## src/rtl/mul_issue_pkg.sv

```systemverilog
// Shared encodings for the EX-stage multiply initiator: FSM states, ex_op codes,
// and the product word select.
package mul_issue_pkg;

    typedef enum logic [1:0] {
        IDLE  = 2'd0,
        ISSUE = 2'd1,
        WAIT  = 2'd2,
        RESP  = 2'd3
    } state_t;

    typedef enum logic [1:0] {
        MUL_W   = 2'b00,
        MULH_W  = 2'b01,
        MULH_WU = 2'b10,
        MUL_RSV = 2'b11
    } op_t;

    function automatic logic [31:0] sel_word(input logic [63:0] prod, input logic high);
        return high ? prod[63:32] : prod[31:0];
    endfunction

endpackage

```

## src/rtl/mul_reuse_buf.sv

```systemverilog
// One-entry reuse buffer: remembers the last completed operands, signedness and
// 64-bit product, and flags a hit when EX presents the same multiply again.
module mul_reuse_buf
    import mul_issue_pkg::*;
(
    input  logic        clk,
    input  logic        rst,
    input  logic        upd,
    input  logic [31:0] upd_src1,
    input  logic [31:0] upd_src2,
    input  logic        upd_signed,
    input  logic [63:0] upd_prod,
    input  logic [31:0] q_src1,
    input  logic [31:0] q_src2,
    input  logic        q_signed,
    output logic        hit,
    output logic [63:0] prod
);

    logic        vld;
    logic [31:0] src1;
    logic [31:0] src2;
    logic        sgn;

    always_ff @(posedge clk or negedge rst) begin
        if (!rst) begin
            vld  <= 1'b0;
            src1 <= '0;
            src2 <= '0;
            sgn  <= 1'b0;
            prod <= '0;
        end else if (upd) begin
            vld  <= 1'b1;
            src1 <= upd_src1;
            src2 <= upd_src2;
            sgn  <= upd_signed;
            prod <= upd_prod;
        end
    end

    assign hit = vld && (src1 == q_src1) && (src2 == q_src2) && (sgn == q_signed);

endmodule

```

## src/rtl/mul_issue.sv

```systemverilog
// EX-stage initiator for the start/done multiplier handshake.
// Optional reuse buffer enabled by defining MUL_ISSUE_REUSE_EN.
module mul_issue
    import mul_issue_pkg::*;
(
    input  logic        clk,
    input  logic        rst,
    input  logic        ex_valid,
    input  logic [1:0]  ex_op,
    input  logic [31:0] ex_src1,
    input  logic [31:0] ex_src2,
    input  logic        flush,
    output logic        ex_stall,
    output logic        res_valid,
    output logic [31:0] res_data,
    output logic        mul_start,
    output logic        mul_signed,
    output logic [31:0] mul_reg1,
    output logic [31:0] mul_reg2,
    input  logic        mul_done,
    input  logic [63:0] mul_result
);

    state_t state;
    state_t next;
    logic   sel_high;
    logic   hit;
    logic   accept;
    logic   capture;
    logic   op_high;
    logic   op_signed;

    assign accept    = ex_valid & ~flush;
    assign capture   = (state == WAIT) & mul_done & ~flush;
    assign op_high   = (ex_op == MULH_W) | (ex_op == MULH_WU);
    assign op_signed = (ex_op != MULH_WU);

`ifdef MUL_ISSUE_REUSE_EN
    logic [63:0] buf_prod;

    mul_reuse_buf u_reuse (
        .clk        (clk),
        .rst        (rst),
        .upd        (capture),
        .upd_src1   (mul_reg1),
        .upd_src2   (mul_reg2),
        .upd_signed (mul_signed),
        .upd_prod   (mul_result),
        .q_src1     (ex_src1),
        .q_src2     (ex_src2),
        .q_signed   (op_signed),
        .hit        (hit),
        .prod       (buf_prod)
    );
`else
    assign hit = 1'b0;
`endif

    always_ff @(posedge clk or negedge rst) begin
        if (!rst) state <= IDLE;
        else      state <= next;
    end

    always_comb begin
        next      = state;
        mul_start = 1'b0;
        res_valid = 1'b0;
        case (state)
            IDLE:  if (accept) next = hit ? RESP : ISSUE;
            ISSUE: begin
                mul_start = 1'b1;
                next      = WAIT;
            end
            WAIT:  if (mul_done) next = RESP;
            RESP: begin
                res_valid = ~flush;
                next      = IDLE;
            end
            default: next = IDLE;
        endcase
        if (flush) next = IDLE;
        ex_stall = rst & ex_valid & ~flush & (state != RESP);
    end

    // Operands are latched once in IDLE; later EX changes are ignored.
    always_ff @(posedge clk or negedge rst) begin
        if (!rst) begin
            sel_high   <= 1'b0;
            mul_signed <= 1'b0;
            mul_reg1   <= '0;
            mul_reg2   <= '0;
            res_data   <= '0;
        end else begin
            if (state == IDLE && accept) begin
                sel_high <= op_high;
                if (hit) begin
`ifdef MUL_ISSUE_REUSE_EN
                    res_data <= sel_word(buf_prod, op_high);
`endif
                end else begin
                    mul_reg1   <= ex_src1;
                    mul_reg2   <= ex_src2;
                    mul_signed <= op_signed;
                end
            end
            if (capture) res_data <= sel_word(mul_result, sel_high);
        end
    end

endmodule

```

## config.mk

```make
export PLATFORM = sky130hd
export DESIGN_NAME = mul_issue
export DESIGN_NICKNAME = d
export VERILOG_FILES = /design/src/rtl/mul_issue_pkg.sv /design/src/rtl/mul_reuse_buf.sv /design/src/rtl/mul_issue.sv
export SDC_FILE = /design/constraint.sdc
export NUM_CORES = 1
export LEC_CHECK = 0
export ABC_AREA = 1
export BUFFER_PORTS_ARGS = -buffer_cell sky130_fd_sc_hd__buf_2
export CORE_ASPECT_RATIO = 0.5
export CORE_UTILIZATION = 35
export CTS_CLUSTER_SIZE = 16
export DETAILED_ROUTE_END_ITERATION = 12
export GPL_ROUTABILITY_DRIVEN = 0
export PLACE_DENSITY = 0.71
export SYNTH_ARGS = -nofsm -noshare
export SYNTH_HDL_FRONTEND = slang
export SYNTH_SLANG_ARGS = --single-unit
```

## constraint.sdc

```tcl
create_clock -name clk -period 2.64 [get_ports clk]
set_input_delay 0 -clock clk [delete_from_list [all_inputs] [get_ports clk]]
set_output_delay 0 -clock clk [all_outputs]
set_load 0.1 [all_outputs]
```

==> out/results.ini <==
[status]
status=finished clean

[die]
start_util=0.3684
die_area_mm2=0.01324
chipWidth_um=161.7
fp-row-count=28
io_pins=235
die_h_um=81.87
coreArea_mm2=0.01212

[layout]
area_growth_pct=58.59
drive_above_1_share=0.2947
fillers=1067
stdcell_area_mm2=0.007082
diodes=0
final_nets=1015

[place]
place_area_mm2=0.005724
detailed_place_hpwl_um=8319
portBuffers=234

[grt]
grt_use_met3=0.04242
grt_util_all_layers=0.1937
grt_pass1_wl_um=20010
grt_pass1_vias=4365
busiest_layer=met2
met1_usage=0.2078
grt_max_degree=66
gr-usage-met2=0.3789
antenna_found_initial=0
grt-ovfl-total=0

[logic_synthesis]
syn-num-nets=687
synth.distinct_cells=18
yosysSeqAreaShare=0.5604
synth_xor_area_frac=0
synth_top_family_by_area=simple AND/OR/NAND/NOR gates
synthArstFlopShare=1.000
yosys_warnings=0
avgSynthCellArea_um2=8.164
synth_top_area_cell=dfrtp_1
synthMuxAreaShare=0
ys_top_cells_by_area=dfrtp_1, nand2_1, inv_1
synthFlopType=dfrtp_1
synth-adder-area-share=0.01401
syn-instance-count=547
syn_area_mm2=0.004466
synth_simple_gate_area_share=0.1818
synth_edf_count=0
post-synth-top-count-cell=nand2_1
synth_compound_area_frac=0.1129
yosysTopAreaCellShare=0.5604
synth-seq-cells=100
netlist_top_cells_count=nand2_1, inv_1, dfrtp_1

[route]
vias_per_cell=4.299
wirelength_um=12970
vias=4488
dr.pass1.iters=5
wl_per_cell_um=12.42
drc=0
ant_nets=0
drt_iter0_drc=177

[clock_tree]
postCtsResizedCells=0
cts.clk_slew.worst_paths_ns=0.06
root_buffer=clkbuf_16
h-tree-depth=3
cts_tree=done
cts_max_path_buffers=2
cts_num_sinks=100
worstSkewPairLatency_ns=0.33
cts_buffers=9

[timing]
rsz0062_at_grt=false
fin_worst_skew_ns=0.01049
setup_viol=0
finalHoldViolCount=0
clock.fmax_mhz=488.5
min_period_ns=2.047
slew_violations=0
worst_pin_slew_ns=0.9110
timing.final.crit_share=0.7755
maxSlewHeadroom=0.3926
tns_ns=0

[critical_path]
critical_path_arrival_ns=2.26
cpMostUsedCell=nand2_1
path_cells=o21ai_0 -> dlygate4sd3_1 -> nand2_1 -> nand2_1
end_kind=register
cp_max_fo=65
cp-start-kind=register
crit_slowest_cell=dfrtp_2
r2r_slack_ns=0.59
critPathRequiredTime_ns=2.86
crit_path_max_incr_delay_ns=0.97
critical_path_class=register to register

[worst_hold_path]
hp-class=input pin to register

[job]
cap_violations=0

-- stage by stage --
stage	util	instances	setup WS [ns]	hold WS, ns
final	0.5842	1044	0.5927	0.003900
after global routing	0.5842	1044	0.4123	0.0003602
after CTS	0.5842	1044	0.6490	0.0004765
after detailed placement	0.4722	924	0.8553	-0.07088
after global placement	0.4722	924	0.9102	-0.08045
after floorplan	-	547	0.7999	-0.2956
-- layout by cell type (no fill, tap or decap), types with 3 or more instances in the layout --
master / count
dfrtp_1: 99
inv_1: 103
clkbuf_16: 9
nand2_1: 202
buf_4: 4
nor2_1: 3
ha_1: 5
buf_2: 233
o21ai_1: 51
dlygate4sd3_1: 105
o21ai_0: 47
-- cell type report --
class | instances | area, µm² | share of cell area
multi-input combinational | 315 | 1384 | 0.1954
clock buffer | 11 | 232.7 | 0.03286
inverter | 105 | 394.1 | 0.05565
sequential | 100 | 2504 | 0.3535
tap | 165 | 206.4 | 0.02915
clock inverter | 4 | 73.82 | 0.01042
timing repair buffer | 344 | 2287 | 0.3230
-- worst max-delay path: cells and delay by family (launching register included) --
kind            cells  cell delay [ns]
flops               1             0.97
compound gates      1             0.23
simple gates        2             0.12
buf+inv             1             0.61
-- worst paths after layout --
check	from	end	cells after the start
setup / recovery	sel_high$_DFFE_PN0P_	res_data[28]$_DFFE_PN0P_	4
hold / removal	mul_result[37]	res_data[5]$_DFFE_PN0P_	5
setup reg to reg	sel_high$_DFFE_PN0P_	res_data[28]$_DFFE_PN0P_	4
hold reg to reg	res_data[23]$_DFFE_PN0P_	res_data[23]$_DFFE_PN0P_	2
max in group asynchronous	rst	sel_high$_DFFE_PN0P_	3
min in group asynchronous	rst	mul_reg1[18]$_DFFE_PN0P_	2
-- registers in the layout (all words and copies together) (netlist names) --
| name | cells |
|---|---|
| sel_high | 1 |
| mul_reg1 | 32 |
| mul_signed | 1 |
| res_data | 32 |
| mul_reg2 | 32 |
| state | 2 |
-- what timing repair did --
item                                   in CTS  in global routing
buffers inserted                            0                  0
hold buffers                              105                  0
endpoints found under the hold margin     112                  0
-- logic make-up (layout without fill, tap and decap cells) --
family / count (synthesis) / count (layout)
and+or+nand+nor: 210 / 210
buffers and inverters: 132 / 464
AOI/OAI and AO/OA: 100 / 100
DFF: 100 / 100
adders and majority gates: 5 / 5
-- layer usage --
layer	share of wire	vias to the layer above
met5	0	-
met4	0.025	0
met3	0.036	32
met2	0.54	124
met1	0.40	2037
li1	-	2295
Power is left out: the tool's default activity adds up to more than one toggle a clock period on the data nets, which glitch-free logic cannot reach.
